==> src/rtl/fetch_pkg.sv <==
// Shared types and constants for the instruction fetch controller.
package fetch_pkg;

  localparam int unsigned INSTR_W = 32;
  localparam int unsigned ADDR_W  = 32;

  // An all-zero word terminates the program.
  localparam logic [INSTR_W-1:0] NOP_HALT_WORD = '0;

  typedef enum logic [1:0] {
    StIdle,
    StFetch,
    StHalt,
    StTrap
  } fetch_state_e;

  // One prefetch entry: the fetch address and the word returned for it.
  typedef struct packed {
    logic [ADDR_W-1:0]  pc;
    logic [INSTR_W-1:0] instr;
  } fetch_entry_t;

endpackage

==> src/rtl/fetch_fifo.sv <==
// Prefetch FIFO of {pc, instr} entries with push/pop/flush.
// Depth must be a power of two so the pointers wrap naturally.
module fetch_fifo
  import fetch_pkg::*;
#(
  parameter int unsigned Depth = 2
) (
  input  logic                         clk_i,
  input  logic                         rst_ni,
  input  logic                         flush_i,
  input  logic                         push_i,
  input  fetch_entry_t                 wdata_i,
  input  logic                         pop_i,
  output fetch_entry_t                 rdata_o,
  output logic                         full_o,
  output logic                         empty_o,
  output logic [$clog2(Depth+1)-1:0]   count_o
);

  localparam int unsigned PtrW = $clog2(Depth);
  localparam int unsigned CntW = $clog2(Depth + 1);

  fetch_entry_t    mem_q [Depth];
  logic [PtrW-1:0] wr_ptr_q;
  logic [PtrW-1:0] rd_ptr_q;
  logic [CntW-1:0] count_q;

  // Pointers and occupancy; a flush discards any same-cycle push or pop.
  always_ff @(posedge clk_i or negedge rst_ni) begin
    if (!rst_ni) begin
      wr_ptr_q <= '0;
      rd_ptr_q <= '0;
      count_q  <= '0;
    end else if (flush_i) begin
      wr_ptr_q <= '0;
      rd_ptr_q <= '0;
      count_q  <= '0;
    end else begin
      if (push_i) wr_ptr_q <= wr_ptr_q + 1'b1;
      if (pop_i)  rd_ptr_q <= rd_ptr_q + 1'b1;
      case ({push_i, pop_i})
        2'b10:   count_q <= count_q + 1'b1;
        2'b01:   count_q <= count_q - 1'b1;
        default: ;
      endcase
    end
  end

  // Entry storage needs no reset: the head is masked to zero while empty.
  always_ff @(posedge clk_i) begin
    if (push_i && !flush_i) mem_q[wr_ptr_q] <= wdata_i;
  end

  // Status and head outputs.
  always_comb begin
    full_o  = (count_q == CntW'(Depth));
    empty_o = (count_q == '0);
    count_o = count_q;
    rdata_o = empty_o ? '0 : mem_q[rd_ptr_q];
  end

endmodule

==> src/rtl/instruction_fetch_controller.sv <==
// Instruction fetch controller: owns the PC, fetches from a combinational
// program memory into a prefetch FIFO and presents {pc, instr} to decode.
// Optional feature macro: FETCH_MISALIGN_TRAP_EN (misaligned redirect traps).
module instruction_fetch_controller
  import fetch_pkg::*;
#(
  parameter logic [ADDR_W-1:0] RESET_PC   = 32'h0,
  parameter int unsigned       FIFO_DEPTH = 2,
  parameter int unsigned       MEM_BYTES  = 1001
) (
  input  logic               clk,
  input  logic               reset_n,
  input  logic               Start,
  output logic [ADDR_W-1:0]  Counter_value,
  input  logic [INSTR_W-1:0] Instruction_code,
  input  logic               Redirect_valid,
  input  logic [ADDR_W-1:0]  Redirect_target,
  output logic               Inst_valid,
  input  logic               Inst_ready,
  output logic [INSTR_W-1:0] Inst_data,
  output logic [ADDR_W-1:0]  Inst_pc,
  output logic               Halted,
  output logic               Trap
);

  fetch_state_e      state_q;
  logic [ADDR_W-1:0] pc_q;
  logic              halted_q;

  logic                               redirect_take;
  logic                               redirect_bad;
  logic [ADDR_W-1:0]                  redirect_pc;
  logic                               fetch_legal;
  logic                               word_ok;
  logic                               fetching;
  logic                               fifo_push;
  logic                               fifo_pop;
  logic                               fifo_full;
  logic                               fifo_empty;
  logic                               fetch_stop;
  fetch_entry_t                       fifo_wdata;
  fetch_entry_t                       fifo_head;
  logic [$clog2(FIFO_DEPTH+1)-1:0]    unused_fifo_count;

`ifdef FETCH_MISALIGN_TRAP_EN
  logic trap_q;
  assign redirect_pc  = Redirect_target;
  assign redirect_bad = |Redirect_target[1:0];
  assign Trap         = trap_q;
`else
  logic unused_target_lsbs;
  assign unused_target_lsbs = ^Redirect_target[1:0];
  assign redirect_pc        = {Redirect_target[ADDR_W-1:2], 2'b00};
  assign redirect_bad       = 1'b0;
  assign Trap               = 1'b0;
`endif

  // Fetch qualification, FIFO handshakes and redirect priority.
  always_comb begin
    redirect_take = Redirect_valid && (state_q != StIdle);
    // 33-bit sum so a wrapped address can never pass the range check.
    fetch_legal   = ({1'b0, pc_q} + 33'd3) <= 33'(MEM_BYTES - 1);
    word_ok       = (Instruction_code != NOP_HALT_WORD);
    fetching      = (state_q == StFetch) && !redirect_take;
    fifo_pop      = !fifo_empty && Inst_ready && !redirect_take;
    fifo_push     = fetching && fetch_legal && word_ok && (!fifo_full || fifo_pop);
    fetch_stop    = fetching && !(fetch_legal && word_ok);
    fifo_wdata    = '{pc: pc_q, instr: Instruction_code};
  end

  // FSM, PC and registered status flags.
  always_ff @(posedge clk or negedge reset_n) begin
    if (!reset_n) begin
      state_q  <= StIdle;
      pc_q     <= RESET_PC;
      halted_q <= 1'b0;
`ifdef FETCH_MISALIGN_TRAP_EN
      trap_q   <= 1'b0;
`endif
    end else begin
      unique case (state_q)
        StIdle: begin
          if (Start) begin
            state_q <= StFetch;
            pc_q    <= RESET_PC;
          end
        end
        StFetch, StHalt, StTrap: begin
          if (redirect_take) begin
            if (redirect_bad) begin
              state_q  <= StTrap;
              halted_q <= 1'b0;
`ifdef FETCH_MISALIGN_TRAP_EN
              trap_q   <= 1'b1;
`endif
            end else begin
              state_q  <= StFetch;
              pc_q     <= redirect_pc;
              halted_q <= 1'b0;
`ifdef FETCH_MISALIGN_TRAP_EN
              trap_q   <= 1'b0;
`endif
            end
          end else if (fifo_push) begin
            pc_q <= pc_q + 32'd4;
          end else if (fetch_stop) begin
            state_q  <= StHalt;
            halted_q <= 1'b1;
          end
        end
        default: ;
      endcase
    end
  end

  fetch_fifo #(
    .Depth (FIFO_DEPTH)
  ) u_fetch_fifo (
    .clk_i   (clk),
    .rst_ni  (reset_n),
    .flush_i (redirect_take),
    .push_i  (fifo_push),
    .wdata_i (fifo_wdata),
    .pop_i   (fifo_pop),
    .rdata_o (fifo_head),
    .full_o  (fifo_full),
    .empty_o (fifo_empty),
    .count_o (unused_fifo_count)
  );

  assign Counter_value = pc_q;
  assign Inst_valid    = !fifo_empty;
  assign Inst_data     = fifo_head.instr;
  assign Inst_pc       = fifo_head.pc;
  assign Halted        = halted_q;

endmodule

==> config.mk <==
export PLATFORM = sky130hd
export DESIGN_NAME = instruction_fetch_controller
export DESIGN_NICKNAME = d
export VERILOG_FILES = /design/src/rtl/fetch_pkg.sv /design/src/rtl/fetch_fifo.sv /design/src/rtl/instruction_fetch_controller.sv
export SDC_FILE = /design/constraint.sdc
export NUM_CORES = 1
export LEC_CHECK = 0
export CAP_MARGIN = 10
export CORE_MARGIN = 3
export CORE_UTILIZATION = 45
export CTS_CLUSTER_DIAMETER = 150
export DETAILED_ROUTE_END_ITERATION = 16
export PLACE_DENSITY = 0.74
export SKIP_LAST_GASP = 1
export SYNTH_ARGS = -nofsm -noshare
export SYNTH_HDL_FRONTEND = slang
export SYNTH_SLANG_ARGS = --single-unit
==> constraint.sdc <==
create_clock -name clk -period 4.3 [get_ports clk]
set_input_delay 1.29 -clock clk [delete_from_list [all_inputs] [get_ports clk]]
set_output_delay 1.29 -clock clk [all_outputs]
set_load 0.02 [all_outputs]
* Word-level counts from Yosys, hierarchy flattened
Memories as Yosys holds them, arrays and structs flattened.
Index checks and enable logic that the tools add are counted.
** Storage, ports and cells
- Register bits after elaboration :: 39
- Memory bits (writable) :: 128
- Bits of input ports :: 69
- Output and inout port bits :: 99
- Logic and storage cells :: 73
- Memories kept :: 1
** Memory list
- u_fetch_fifo.mem_q :: depth 2, bits a word 64, rd ports 1, clocked after Yosys merged registers in 0, write ports 1, line fetch_fifo.sv:23 : fetch_entry_t mem_q [Depth];
** Operators by class
- Add/subtract/negate cells :: 6
- Order comparisons :: 1
- Equal/unequal tests :: 11
- Multiplexer cells :: 21
- Reduce and logical (&&, ||, !) cells :: 27
** Operators with widths (count)
- 32-bit two-way mux :: 3
- 64-bit two-way mux :: 1
- 32-bit one-hot mux with 2 select lines :: 1
- 32-bit by 2-bit adder with 33-bit output (second input constant) :: 1
- 33-bit by 10-bit less-or-equal comparator with 1-bit output (second input constant) :: 1
- 32-bit by 3-bit adder with 32-bit output (second input constant) :: 1
- 32-bit nonzero test :: 1
- 1-bit logical AND :: 10
- 2-bit two-way mux :: 5
- 1-bit two-way mux :: 9
- 2-bit equality test (second input constant) :: 4
- 2-bit one-hot mux with 2 select lines :: 2
- 2-bit nonzero test :: 4
- 3-bit by 2-bit != test with 1-bit output (second input constant) :: 2
- 3-bit AND reduction :: 2
- 2-bit by 1-bit equality test with 1-bit output (second input constant) :: 2
- 1-bit zero test :: 4
- 2-bit zero test :: 2
- 3-bit by 1-bit != test with 1-bit output (second input constant) :: 1
- 3-bit nonzero test :: 1
- 3-bit OR reduction :: 1
- 1-bit adder (second input constant) :: 2
- 2-bit by 1-bit adder with 2-bit output (second input constant) :: 1
- 2-bit by 1-bit != test with 1-bit output (second input constant) :: 1
- 4 further kinds :: 4

* Depth between registers and ports, before layout
- Depth after elaboration :: 10
- Mapped depth :: 8

* By module
From an unflattened synthesis, not the netlist that was laid out.
** Unflattened totals
- Cells, all modules :: 530
- Area, all modules :: 7307.0 µm²
** By module, submodules not included
- fetch_fifo :: times used 1, cells an instance 290, area an instance 5094.9 µm²
- instruction_fetch_controller :: times used 1, cells an instance 240, area an instance 2212.1 µm²

* Least setup slack after synthesis
Ideal clock, no wire load.
- Path kind :: input to register
- Start point :: input Instruction_code[28]
- End point :: memory u_fetch_fifo.mem_q[0][0] (netlist bit) (enable)
- Library setup time :: 483 ps
- Arrival :: 4642 ps
- Path slack :: -825 ps
- Stages :: 6
- Buffers on the path :: 1
- Cells stage by stage :: nor4_1 -> nand4_1 -> o2111ai_4 -> or2_1 -> buf_6 -> nor2_1
** Between the ends
- Longest elaborated chain between the ends :: 6
** RTL lines
- start, declared :: line instruction_fetch_controller.sv:15 : input logic [INSTR_W-1:0] Instruction_code,
- 32-bit nonzero test :: line instruction_fetch_controller.sv:63 : word_ok = (Instruction_code != NOP_HALT_WORD);
- 1-bit logical AND (2 in a row) :: line instruction_fetch_controller.sv:66 : fifo_push = fetching && fetch_legal && word_ok && (!fifo_full || fifo_pop);
- 1-bit logical AND :: line fetch_fifo.sv:51 : if (push_i && !flush_i) mem_q[wr_ptr_q] <= wdata_i;
- 1-bit two-way mux :: line fetch_fifo.sv:51
- 1-bit two-way mux (not written as such) :: line fetch_fifo.sv:51
- end, declared :: line fetch_fifo.sv:23
No other way between the ends.

* Worst setup path in the final report
- Start point :: register u_fetch_fifo.rd_ptr_q
- End point :: output Inst_data[16]
** Between the ends
- Longest elaborated chain between the ends :: 2
** RTL lines
- start, declared :: line fetch_fifo.sv:25 : logic [PtrW-1:0] rd_ptr_q;
- start signal, assigned :: line fetch_fifo.sv:40 : if (pop_i) rd_ptr_q <= rd_ptr_q + 1'b1;
- memory read 2 x 64 bit
- 64-bit two-way mux :: line fetch_fifo.sv:59 : rdata_o = empty_o ? '0 : mem_q[rd_ptr_q];
- end, declared :: line instruction_fetch_controller.sv:20 : output logic [INSTR_W-1:0] Inst_data,
No other way between the ends.

==> out/qor.csv <==
metric,value,unit
crit path cell chain,buf_12 -> mux2i_1 -> nor2_1 -> clkdlybuf4s50_1,
Synth Register Bits,161,
part of the cycle the worst path needs,87.03,%
Worst setup SP type,flip-flop,
Die Area,16570,um2
CP arrival,2.45,ns
worst-case clock skew,0.008631,ns
initial antenna violation count,0,
Worst-Margin Slew,0.8826,ns
post-synthesis instance area,6775,um2
setup ws final,0.5578,ns
WP buf/inv,2,
Detailed Routing Iterations Pass 1,5,
final instance area,9221,um2
HPWL after DPL,10.72,mm
pwr/cell area,485.0,nW/um2
Synth top area share,54.96,%
Max Cap Viol,0,
Max IR drop VDD,0.2974,mV
clk sinks,161,
RSZ-0062 raised after global routing,no,
share of the yosys chip area belonging to registers,68.62,%
Max Buffers Root-to-Sink,2,
multi-input logic area,1997,um2
syn_area_per_cell,13.50,um2
# setup viols final,0,
Port Buffers,160,
post-synthesis mux area share,9.455,%
async set-or-reset flop fraction in the synthesized netlist,22.98,%
via count,4820,
fin crit period,3.742,ns
TritonCTS clock tree,done,
total CTS buffers,17,
clk_lat worst skew,0.42,ns
area delta synth->final,36.10,%
fillers,1116,
Pins Over Slew Limit,0,
slowest CP cell,dfrtp_4,
Area after DPL,8636,um2
status,finished clean,
cell taking the most area after synthesis,edfxtp_1,
Synth Flop Type,edfxtp_1,
grt ovf,0,
Antenna Violating Nets Remaining,0,
Die Wd,128.7,um
crit-path max cell delay,0.81,ns
gpl congestion,0.8565,
Cells after Synth,502,
synth warn,0,
Post-Place Worst Slack,0.3876,ns
Synth Area in Compound Gates,8.052,%
XOR/XNOR Fraction of Synth Area,0.5171,%
Storage cell area,4653,um2
hold-fix buffers at CTS,0,
DR vias/cell,5.585,
global-route wire length before repair,24.43,mm
H-tree depth,4,
largest net degree at the start of global routing,58,
Adder-Cell Fraction of Synth Area,0.1847,%
Initial Util,46.27,%
share of layout cells above drive strength 1,7.511,%
GR Util All Layers,19.42,%
clk root buf,clkbuf_16,
CTS resizes,0,
setup_tns,0,ns
Remaining DRCs,0,
Synth Area in Simple Gates,10.62,%
most area-consuming cells after synthesis,"edfxtp_1 (55%), dfrtp_1 (14%), mux2i_1 (9.5%)",
Vert. Die Dim,128.7,um
per-cell routed wire length,18.45,um
Crit path max-delay family,buffers and inverters,
final WL,15.92,mm
Max Freq,267.2,MHz
vias in the first global route,4625,
crit-path max FO,33,
Layout Utilization,62.97,%
core box area,14640,um2
most frequent cells in the layout,"clkdlybuf4s50_1 (159), edfxtp_1 (124), nor2_1 (79)",
crit path kind,flip-flop to primary output,
fin nets,736,
Clock transition at path regs,0.06,ns
HP Class,flip-flop to flip-flop,
final hold violation count,0,
largest family of logic cells by synthesized area,simple AND/OR/NAND/NOR gates,
hold slack final,0.5458,ns
initial drt markers,401,
"Req. time, crit path",3.01,ns
static leakage,3.071,nW
Top Ports,168,
Rows,44,
Slew HR,41.16,%
# diodes,0,
"most common cell after layout, fill and taps aside",clkdlybuf4s50_1,
total setup buffers inserted after CTS,0,
Worst setup EP type,primary output,
Netlist cell types,50,
"EDFF count, synth",124,
power by group:
part / switching [W] / internal (W)
Sequential: 0.000282 / 0.00187
Clock: 0.000562 / 0.000898
Combinational: 0.000445 / 0.000418
logic make-up (layout without fill, tap and decap cells):
group / count (synthesis) / after routing
buffers and inverters: 37 / 210
other: 1 / 5
AND/OR/NAND/NOR: 157 / 157
adder cells (fa/ha/maj): 1 / 1
AO/OA/AOI/OAI: 77 / 77
XOR/XNOR: 4 / 4
flip-flops: 161 / 161
multiplexers: 64 / 64
metrics by stage:
| step | instances | total power, W |
|---|---|---|
| after floorplan | 506 | 0.002534 |
| after global placement | 831 | 0.003003 |
| after detailed placement | 831 | 0.003032 |
| after CTS | 863 | 0.004494 |
| after global routing | 863 | 0.004654 |
| final | 863 | 0.004472 |
final cells by class:
type                       count  share of cell area (%)
clock inverter                 9                   1.167
tap                          184                   2.497
inverter                       7                  0.2849
sequential                   161                   50.46
timing repair buffer         171                   18.75
multi-input combinational    308                   21.66
clock buffer                  23                   5.183
registers in the layout, summed over array words and instances (netlist names):
name                   flops
u_fetch_fifo.count_o       2
u_fetch_fifo.rd_ptr_q      1
u_fetch_fifo.wr_ptr_q      1
Counter_value             30
u_fetch_fifo.mem_q       124
state_q                    2
Halted                     1
synthesized netlist by cell type (all sizes together) (4+ instances only):
cell type,n
a22o,13
buf,13
o31ai,4
nand4,5
o21ai,16
nor2,83
nand2,22
nand3,12
dfrtp,37
o211ai,5
a21oi,18
inv,7
nor3,7
mux2i,64
nor4,13
edfxtp,124
clkbuf,17
path summary, 6_finish.rpt:
kind,end,startpoint,slack [ns],cells past startpoint
worst max-delay path,Inst_data[16],u_fetch_fifo.rd_ptr_q,0.56,4
worst min-delay path,Halted,Halted,0.55,1
worst max register to register,u_fetch_fifo.mem_q[0][49],Counter_value[20],1.39,6
worst min register to register,Halted,Halted,0.55,1
max in group asynchronous,u_fetch_fifo.rd_ptr_q,reset_n,2.65,1
min in group asynchronous,Counter_value[8],reset_n,0.99,1
metal layers:
layer	global-route usage, %	part of all wire [%]
met2	31.10	49
met5	0	0
met4	6.918	1.3
met1	25.90	42
met3	4.898	7.5
Note: power is estimated with default switching activity, not from simulation.
==> patch (same settings) <==
`INSTR_W`: 32 -> 16.
--- a/src/rtl/fetch_pkg.sv
+++ b/src/rtl/fetch_pkg.sv
@@ -2,5 +2,5 @@
 package fetch_pkg;
 
-  localparam int unsigned INSTR_W = 32;
+  localparam int unsigned INSTR_W = 16;
   localparam int unsigned ADDR_W  = 32;
 
Interface: changed (resized Inst_data and Instruction_code); port bits go from 168 to 136. No check against the original RTL was run, so the function may have changed too.
==> patch against the unedited design <==
Routed wire length shrank 13%. Total power is 4.8% lower. Synthesized area decreased by 19%. Critical path depth did not move. Non-clock buffer count shrank 33. Design area fell by 18%. Critical path type unchanged. Clock power rose by 5%. Setup slack better by 0.11 ns. Critical endpoint is now Inst_pc[30]. Count of clock-buffer cells in the layout fell by 6. Sequential cell count down 32. Sequential share of layout area fell by 1.8 points.
==> patch: results (changes against the unedited design) <==
* Status: completed
* Critical Path Slowest Stage Cell: clkdlybuf4s50_1
* Post-synth EDFFs at 92 (-26%)
* Pleak at 0.00264 uW (-14%)
* Final nets at 598 (-19%)
* Top cells by count, synth: edfxtp_1 (92), nor2_1 (60), mux2i_1 (47)
* CP peak stage delay at 0.56 ns (-0.25 ns)
* Met1 usage at 0.279 (+0.0200)
* Largest net degree at the start of global routing at 38 (-34%)
* Post-synthesis async set-or-reset flop share at 0.287 (+0.0570)
* M3 GR Usage at 0.0601 (+0.0111)
* HP Start: Counter_value[24]$_DFFE_PN0P_
* Vias per cell at 5.64 (+0.93%)
* Synth area leaders: edfxtp_1 (50%), dfrtp_1 (17%), mux2i_1 (8.5%), nor2_1 (4.1%), a22o_1 (2.5%)
* Wire per inst at 19.8 um (+7.1%)
* Share of cells above drive strength 1 at 0.106 (+0.0308)
* FF+latch count, synth at 129 (-20%)
* Hpwl dp at 9170 um (-14%)
* 1st-iter DRT viols at 254 (-37%)
* Number of global-route vias before repair at 3999 (-14%)
* Sequential-to-total area share from yosys stat at 0.669 (-0.0170)
* Slew headroom at 0.396 (-0.0158)
* Worst r2r src: Counter_value[7]$_DFFE_PN0P_
* Pre-CTS setup slack at 0.555 ns (+0.167 ns)
* CP Launch Point: u_fetch_fifo.count_o[0]$_DFFE_PN0P_
* Final GP Congestion at 0.860 (+0.35%)
* Max FFs per register at 92 (-26%)
* PortBufs at 128 (-20%)
## patch: changes by cell type in the layout (fill, tap and decap cells not counted), moves of 4 or more
cell,change
o21ai_0,-9
or3_1,+4
nand2_1,-5
nor2_1,-20
a22oi_1,+5
nand3_1,-4
inv_6,+4
o31ai_1,-4
edfxtp_1,-32
clkdlybuf4s50_1,-32
mux2i_1,-17
inv_1,-4
## patch: path summary, 6_finish.rpt
| kind | end | depth (start not counted) | slack [ns] |
|---|---|---|---|
| worst min register to register | u_fetch_fifo.mem_q[0][40]$_DFFE_PP_ | 0 | 0.55 |
| worst max register to register | u_fetch_fifo.mem_q[0][26]$_DFFE_PP_ | 6 | 1.82 |
| worst max-delay path | Inst_pc[30] | 4 | 0.66 |
| worst min-delay path | u_fetch_fifo.mem_q[0][40]$_DFFE_PP_ | 0 | 0.55 |
| min in group asynchronous | Counter_value[18]$_DFFE_PN0P_ | 1 | 1.01 |
| max in group asynchronous | u_fetch_fifo.rd_ptr_q$_DFFE_PN0P_ | 1 | 2.65 |
## patch: metal layers
layer,vias up,share of wire
li1,1809,-
met1,1919,0.41
met2,207,0.50
met3,11,0.081
met4,0,0.0082
met5,-,0
## patch: worst reg2reg max path, cell delays in order (launching register included)
cell and delay (ns):
dfrtp_1 0.51, and3_2 0.29, o2111ai_1 0.25, nand2_1 0.12, nor4_1 0.37, nor2b_4 0.21
buf_4 0.37
## patch: layout make-up
type                    count  area, um^2
clock buffers              17         425
clock inverters            15         206
fillers                   881        4130
inverters                   3        11.3
multi-input cells         255        1710
flip-flops and latches    129        3690
well taps                 143         179
repair buffers            138        1360
## patch: metrics by stage
step,hold slack [ns],area (um^2),cells
after floorplan,0.536,5530,413
after global placement,0.506,6950,668
after detailed placement,0.531,6950,668
after CTS,0.544,7590,700
after global routing,0.556,7590,700
final,0.545,7590,700
## patch: kinds of logic after synthesis
kind of cell | count (synthesis) | share of synthesized area
DFF | 129 | 0.669
and+or+nand+nor | 128 | 0.118
AOI/OAI and AO/OA | 66 | 0.0854
muxes | 48 | 0.0874
buffers and inverters | 29 | 0.0261
xor gates and xnor gates | 7 | 0.0111
adders and majority gates | 1 | 0.00227
other | 1 | 0.000680
## patch: power groups by stage
stage          Clock [uW]  Sequential (uW)  Combinational, uW
5_1_grt              1610             1830                985
4_1_cts              1550             1800                922
3_3_place_gp            0             1810                892
2_1_floorplan           0             1880                359
6_report             1530             1810                921
3_5_place_dp            0             1820                911
